[config.mk]
export PLATFORM = sky130hd
export DESIGN_NAME = sync_fifo_cfg
export DESIGN_NICKNAME = d
export VERILOG_FILES = /design/src/rtl/sync_fifo_pkg.sv /design/src/rtl/sync_fifo_cfg_ram.sv /design/src/rtl/sync_fifo_cfg.sv
export SDC_FILE = /design/constraint.sdc
export NUM_CORES = 1
export LEC_CHECK = 0
export CAP_MARGIN = 10
export CELL_PAD_IN_SITES_DETAIL_PLACEMENT = 1
export CELL_PAD_IN_SITES_GLOBAL_PLACEMENT = 2
export CORE_ASPECT_RATIO = 0.7
export CORE_MARGIN = 4
export CORE_UTILIZATION = 48
export CTS_BUF_LIST = sky130_fd_sc_hd__clkbuf_4
export DETAILED_ROUTE_END_ITERATION = 16
export PLACE_DENSITY = 0.92
export SLEW_MARGIN = 40
export SYNTH_ARGS = -nofsm -noshare
export SYNTH_HDL_FRONTEND = slang
export SYNTH_SLANG_ARGS = --single-unit
[constraint.sdc]
create_clock -name i_CLK -period 4.2 [get_ports i_CLK]
set_clock_uncertainty 0.05 [all_clocks]
set_input_delay 0.84 -clock i_CLK [delete_from_list [all_inputs] [get_ports i_CLK]]
set_output_delay 0.84 -clock i_CLK [all_outputs]
set_load 0.02 [all_outputs]
[src/rtl/sync_fifo_pkg.sv]
// Shared constants and helpers for the configurable synchronous FIFO.
package sync_fifo_pkg;

  localparam int FIFO_MODE_STD  = 0;
  localparam int FIFO_MODE_FWFT = 1;

  // Width needed to hold a count of 0..depth inclusive.
  function automatic int cnt_width(input int depth);
    return $clog2(depth + 1);
  endfunction

endpackage

[src/rtl/sync_fifo_cfg_ram.sv]
// Simple dual-port storage array: synchronous write, registered or
// asynchronous read selected at elaboration time.
module fifo_ram #(
  parameter int WIDTH  = 8,
  parameter int DEPTH  = 32,
  parameter int REG_RD = 1,
  parameter int AW     = $clog2(DEPTH)
) (
  input  logic             clk,
  input  logic             rst,
  input  logic             we,
  input  logic [AW-1:0]    waddr,
  input  logic [WIDTH-1:0] wdata,
  input  logic             re,
  input  logic [AW-1:0]    raddr,
  output logic [WIDTH-1:0] rdata
);

  logic [WIDTH-1:0] mem [DEPTH];

  // Storage write; contents are deliberately not reset.
  always_ff @(posedge clk) begin
    if (we) mem[waddr] <= wdata;
  end

  generate
    if (REG_RD != 0) begin : g_reg
      // Registered read port: updates only on a read, holds otherwise.
      always_ff @(posedge clk) begin
        if (rst)     rdata <= '0;
        else if (re) rdata <= mem[raddr];
      end
    end else begin : g_async
      assign rdata = mem[raddr];
      logic unused_rd;
      assign unused_rd = ^{rst, re};
    end
  endgenerate

endmodule

[src/rtl/sync_fifo_cfg.sv]
// Configurable single-clock FIFO: arbitrary depth, standard or FWFT read,
// runtime almost-full/almost-empty thresholds, overflow/underflow flags.
module sync_fifo_cfg
  import sync_fifo_pkg::*;
#(
  parameter int WIDTH = 8,
  parameter int DEPTH = 32,
  parameter int FWFT  = FIFO_MODE_STD,
  parameter int CNT_W = cnt_width(DEPTH)
) (
  input  logic             i_CLK,
  input  logic             i_RESET,
  input  logic             i_WR_EN,
  input  logic [WIDTH-1:0] i_WR_DATA,
  output logic             o_FULL,
  output logic             o_ALMOST_FULL,
  input  logic             i_RD_EN,
  output logic [WIDTH-1:0] o_RD_DATA,
  output logic             o_VALID,
  output logic             o_EMPTY,
  output logic             o_ALMOST_EMPTY,
  output logic [CNT_W-1:0] o_COUNT,
  input  logic [CNT_W-1:0] i_AF_THRESH,
  input  logic [CNT_W-1:0] i_AE_THRESH,
  output logic             o_OF,
  output logic             o_UF,
  output logic             o_OF_STICKY,
  output logic             o_UF_STICKY,
  input  logic             i_CLR_FLAGS
);

  localparam int AW = $clog2(DEPTH);

  logic [AW-1:0]    wr_ptr, rd_ptr;
  logic [CNT_W-1:0] count;
  logic             rd_acc, wr_acc;
  logic [WIDTH-1:0] ram_q;

  // Pointers wrap by compare so non power-of-2 depths work.
  function automatic logic [AW-1:0] ptr_inc(input logic [AW-1:0] p);
    return (p == AW'(DEPTH - 1)) ? '0 : p + AW'(1);
  endfunction

  assign o_EMPTY        = (count == '0);
  assign o_FULL         = (count == CNT_W'(DEPTH));
  assign o_ALMOST_FULL  = (count >= i_AF_THRESH);
  assign o_ALMOST_EMPTY = (count <= i_AE_THRESH);
  assign o_COUNT        = count;

  // A write at full slips in only when a read frees the slot this cycle.
  assign rd_acc = i_RD_EN & ~o_EMPTY;
  assign wr_acc = i_WR_EN & (~o_FULL | rd_acc);

  // Pointer and occupancy bookkeeping.
  always_ff @(posedge i_CLK) begin
    if (i_RESET) begin
      wr_ptr <= '0;
      rd_ptr <= '0;
      count  <= '0;
    end else begin
      if (wr_acc) wr_ptr <= ptr_inc(wr_ptr);
      if (rd_acc) rd_ptr <= ptr_inc(rd_ptr);
      if (wr_acc & ~rd_acc)      count <= count + CNT_W'(1);
      else if (rd_acc & ~wr_acc) count <= count - CNT_W'(1);
    end
  end

  // Error pulses plus sticky copies; a new event beats a same-cycle clear.
  always_ff @(posedge i_CLK) begin
    if (i_RESET) begin
      o_OF        <= 1'b0;
      o_UF        <= 1'b0;
      o_OF_STICKY <= 1'b0;
      o_UF_STICKY <= 1'b0;
    end else begin
      o_OF <= i_WR_EN & ~wr_acc;
      o_UF <= i_RD_EN & ~rd_acc;
      if (i_WR_EN & ~wr_acc) o_OF_STICKY <= 1'b1;
      else if (i_CLR_FLAGS)  o_OF_STICKY <= 1'b0;
      if (i_RD_EN & ~rd_acc) o_UF_STICKY <= 1'b1;
      else if (i_CLR_FLAGS)  o_UF_STICKY <= 1'b0;
    end
  end

  fifo_ram #(
    .WIDTH  (WIDTH),
    .DEPTH  (DEPTH),
    .REG_RD ((FWFT == FIFO_MODE_FWFT) ? 0 : 1),
    .AW     (AW)
  ) u_ram (
    .clk   (i_CLK),
    .rst   (i_RESET),
    .we    (wr_acc & ~i_RESET),
    .waddr (wr_ptr),
    .wdata (i_WR_DATA),
    .re    (rd_acc & ~i_RESET),
    .raddr (rd_ptr),
    .rdata (ram_q)
  );

  generate
    if (FWFT == FIFO_MODE_FWFT) begin : g_fwft
      // Head word is always presented; zero while empty.
      assign o_VALID   = ~o_EMPTY;
      assign o_RD_DATA = o_EMPTY ? '0 : ram_q;
    end else begin : g_std
      logic rd_vld;
      // Valid marks the single cycle after an accepted read.
      always_ff @(posedge i_CLK) begin
        if (i_RESET) rd_vld <= 1'b0;
        else         rd_vld <= rd_acc;
      end
      assign o_VALID   = rd_vld;
      assign o_RD_DATA = ram_q;
    end
  endgenerate

endmodule

==> reports/results.ini, run 1 <==
[worst_setup_path]
worstPathRequired_ps=3310
reg2reg_to=o_COUNT[4]
worstSetupPathType=reg -> out
arrival_ps=3080
start_kind=flip-flop
reg2reg_depth=10
r2r_start=o_COUNT[3]
r2r_slack_ps=440
endpoint=o_EMPTY
crit_fanout=7
crit_path_start=o_COUNT[3]
crit_path_end_kind=primary output

[timing]
period_minus_slack_ps=3970
fmax_mhz=252
worst_slack_ps=232
slew_viol_final=0
finalSetupTns_ps=0
holdWs_ps=413
setup_viol=0
min_period_over_period_pct=94.5
rsz0062_at_grt=false
max_slew_margin_pct=47.2
hold_viol=0
worst_slew_pin_slew_ps=789

[clock_network]
path_clk_slew_ps=60
cts_setup_buffers=0
postCtsHoldBufs=0
cts_tree=yes
numClockSinks=285
cts_root_buf=clkbuf_4
cts_resized=0
cts_buffers=70
cts_buffer_depth=3
ctsHtreeMaxLevel=3
clock_latency_ps=700

[final_layout]
fillers=2220
fin_area_um2=13400
areaGrowthSynthToFinish_pct=14.8
layout_commonest_cell=edfxtp_1
drive_above_1_share_pct=28.5
diodes=0
nNetsFinal=816
mostFrequentLayoutCells=edfxtp_1, clkbuf_4, mux4_2

[floorplanning]
dieArea_um2=27000
placementRows=47
start_util_pct=49.2
ios=48
die_height_um=139
fp.dieW_um=195
core_area_um2=23800

[power]
irDropWorstVdd_uv=281
p_total_mw=6.87
power_density_nw_per_um2=511
leakagePower_nw=4.46

[logic_synthesis]
synthFlopType=edfxtp_1
avgSynthCellArea_um2=17.7
syn_area_um2=11700
synth_edf_count=256
synthDistinctLibCells=50
yosysWarnings=0
ys_seq_area_share_pct=70.6
async_flop_share_pct=0
synthesis.nets=713
ys_seq_elements=285
netlist_instances=662

[global_route]
grt_pass1_wl_um=42800
grt_max_degree=33
grt_pass1_vias=7030
grt_antenna_before_repair=0
track_usage_pct=21.2
grt_overflow=0

[placed_design]
pre_cts_ws_ps=172
place_congestion=0.827
dp_hpwl_um=18600
io_buffer_count=47
dpl_cell_area_um2=12500

[route]
vias_per_cell=5.81
post-route-drc-count=0
num_vias=6570
first_pass_iters=5
wire_per_inst_um=24.7
ant_nets=0
drt_wl_total_um=28000
initialDrtViolationCount=604

[hold_path]
hold_class=reg -> reg

[job]
cap_violations=0

[run_status]
run_status=complete, no violations

==> per-layer routing <==
layer / part of all wire (%) / track usage (%)
met3: 8.5 / 6.90
met4: 1.5 / 5.36
met1: 42 / 30.0
met5: 0 / 0
met2: 48 / 32.5
==> critical path, cell delays in order, from the launching register on <==
cell and delay, ps:
dfxtp_1 410, or4_4 600, or3_1 540, inv_1 210
clkdlybuf4s50_1 640
==> kinds of logic (layout without fill, tap and decap cells) <==
logic type,after synthesis,in the layout,synth area share (%)
compound gates,66,66,4.14
buf+inv,59,210,2.10
fa+ha+maj,26,26,2.84
simple gates,136,136,5.72
mux,88,88,14.4
flops,285,285,70.6
xor+xnor,2,2,0.150
==> sequential cells by signal (all words and copies together) (netlist names) <==
register / flops
o_VALID: 1
o_OF: 1
o_OF_STICKY: 1
u_ram.mem: 256
o_UF_STICKY: 1
o_UF: 1
rd_ptr: 5
o_COUNT: 6
u_ram.rdata: 8
wr_ptr: 5
==> worst min path at each step <==
stage	from	end	cells after the start
finish	o_OF_STICKY	o_OF_STICKY	1
global route	o_OF_STICKY	o_OF_STICKY	1
CTS	o_OF_STICKY	o_OF_STICKY	1
detailed placement	o_OF_STICKY	o_OF_STICKY	1
global placement	o_OF_STICKY	o_OF_STICKY	1
floorplan	rd_ptr[3]	rd_ptr[3]	2
==> synthesized netlist by cell type (5+ instances only) <==
| cell | instances | area [um^2] |
|---|---|---|
| nand3_1 | 15 | 75.1 |
| ha_1 | 25 | 313 |
| nor2_1 | 58 | 218 |
| o211ai_1 | 8 | 60.1 |
| mux2_2 | 8 | 90.1 |
| inv_1 | 27 | 101 |
| clkbuf_1 | 15 | 56.3 |
| edfxtp_1 | 256 | 7690 |
| mux2i_1 | 16 | 160 |
| a21oi_1 | 16 | 80.1 |
| nor3_1 | 7 | 35.0 |
| a21o_1 | 5 | 37.5 |
| nand2_1 | 26 | 97.6 |
| a211o_1 | 8 | 70.1 |
| a2bb2oi_1 | 8 | 70.1 |
| o21ai_0 | 9 | 45.0 |
| mux4_2 | 64 | 1440 |
| buf_2 | 14 | 70.1 |
| dfxtp_1 | 29 | 581 |
==> power by group <==
group / switching (mW) / internal [mW] / leakage, nW
clock network: 1.07 / 1.22 / 0.533
logic: 0.716 / 0.596 / 1.38
registers: 0.116 / 3.16 / 2.54
==> layout make-up <==
type                    instances  area [um^2]  area share, %
flip-flops and latches        285         8270           61.6
clock inverters                13         75.1          0.559
multi-input cells             318         3220           23.9
inverters                      27          101          0.754
clock buffers                 107          803           5.98
repair buffers                 63          568           4.23
well taps                     318          398           2.96
==> metrics by stage <==
step / utilization [%] / instances
3_3_place_gp: 52.7 / 1010
2_1_floorplan: - / 662
5_1_grt: 56.4 / 1131
4_1_cts: 56.3 / 1131
6_report: 56.4 / 1131
3_5_place_dp: 52.6 / 1011
(Power assumes the default switching activity.)
==> run 2: changes to the inputs <==
--- a/config.mk
+++ b/config.mk
@@ -8,7 +8,7 @@
 export CAP_MARGIN = 10
 export CELL_PAD_IN_SITES_DETAIL_PLACEMENT = 1
 export CELL_PAD_IN_SITES_GLOBAL_PLACEMENT = 2
-export CORE_ASPECT_RATIO = 0.7
+export CORE_ASPECT_RATIO = 0.75
 export CORE_MARGIN = 4
 export CORE_UTILIZATION = 48
 export CTS_BUF_LIST = sky130_fd_sc_hd__clkbuf_4
==> reports/results.ini, run 2 (synthesis results as in run 1) <==
[run_status]
run_status=complete, no violations

[floorplanning]
fp.dieW_um=188
core_area_um2=24000
start_util_pct=48.8
ios=48
die_height_um=143
dieArea_um2=27000
placementRows=49

[placed_design]
dpl_cell_area_um2=12500
dp_hpwl_um=17300
place_congestion=0.767
pre_cts_ws_ps=358
dp_cells=1020
io_buffer_count=47

[timing]
rsz0062_at_grt=false
worst_slack_ps=318
slew_viol_final=0
max_slew_margin_pct=44.3
fmax_mhz=258
worst_slew_pin_slew_ps=833
finalSetupTns_ps=0
hold_viol=0
period_minus_slack_ps=3880
min_period_over_period_pct=92.4
setup_viol=0

[final_layout]
layout_commonest_cell=edfxtp_1
fillers=2211
multi_input_area_um2=3230
largest_reg_flops=256
diodes=0
fin_area_um2=13500
areaGrowthSynthToFinish_pct=15.4
mostFrequentLayoutCells=edfxtp_1, clkbuf_4, mux4_2
nNetsFinal=812
top_register=u_ram.mem
drive_above_1_share_pct=29.4
final-seq-area_um2=8280
final_cells=1147

[clock_network]
postCtsHoldBufs=0
clock_latency_ps=670
cts_buffer_depth=3
cts_resized=0
cts_tree=yes
numClockSinks=285
ctsHtreeMaxLevel=3
cts_buffers=70
path_clk_slew_ps=60
cts_setup_buffers=0
cts_root_buf=clkbuf_4

[power]
irDropWorstVdd_uv=249
leakagePower_nw=4.48
p_total_mw=6.97
power_density_nw_per_um2=516

[global_route]
grt_overflow=0
grt_pass1_vias=7120
grt_antenna_before_repair=0
grt_max_degree=39
grt_pass1_wl_um=42400
track_usage_pct=20.7

[route]
num_vias=6495
post-route-drc-count=0
initialDrtViolationCount=522
ant_nets=0
first_pass_iters=5
wire_per_inst_um=23.7
vias_per_cell=5.66
drt_wl_total_um=27200

[worst_setup_path]
start_kind=flip-flop
arrival_ps=2990
worstSetupPathType=reg -> out
crit_path_end_kind=primary output
worstPathRequired_ps=3310
crit_fanout=7
r2r_slack_ps=480

[job]
cap_violations=0

[hold_path]
hold_class=reg -> reg

[run 2: changes by cell type in the layout (fill, tap and decap cells not counted), sizes merged]
| cell | delta |
|---|---|
| buf | -3 |
| bufinv | +1 |
| clkbuf | +3 |
| clkdlybuf4s50 | -1 |
| clkinv | +5 |
| inv | -2 |
[run 2: cell type report]
type / count / area share [%]
Clock inverter: 17 / 0.898
Inverter: 27 / 0.750
Timing Repair Buffer: 59 / 4.00
Tap cell: 331 / 3.07
Multi-Input combinational cell: 318 / 23.9
Sequential cell: 285 / 61.3
Clock buffer: 110 / 6.11
[run 2: critical path, stage by stage (launching register included)]
cell and delay, ps:
dfxtp_1 410, or4_4 560, or3_1 520, inv_1 200
clkdlybuf4s50_1 630
[run 2: through the flow]
stage / util [%] / hold slack (ps)
2_1_floorplan: - / 424
3_3_place_gp: 52.3 / 392
3_5_place_dp: 52.3 / 402
4_1_cts: 56.2 / 416
5_1_grt: 56.4 / 423
6_report: 56.4 / 414
[run 2: report_power, final]
group          switching, mW  leakage (nW)  total (mW)  internal, mW
clock network           1.10         0.570        2.42          1.32
registers              0.180          2.54        3.34          3.16
logic                  0.626          1.36        1.21         0.584
total                   1.91          4.48        6.97          5.06
[run 2: path summary, 6_finish.rpt]
path              cells past startpoint     endpoint   startpoint
hold reg to reg                       1  o_UF_STICKY  o_UF_STICKY
setup / recovery                      4      o_EMPTY   o_COUNT[4]
hold / removal                        1  o_UF_STICKY  o_UF_STICKY
setup reg to reg                     10   o_COUNT[4]   o_COUNT[4]
[run 2: metal layers]
metal	GRT usage [%]	up-vias	share of wire [%]
li1	-	2863	-
met1	28.8	3375	43
met2	33.9	223	49
met3	4.25	34	6.5
met4	5.75	0	1.2
met5	0	-	0
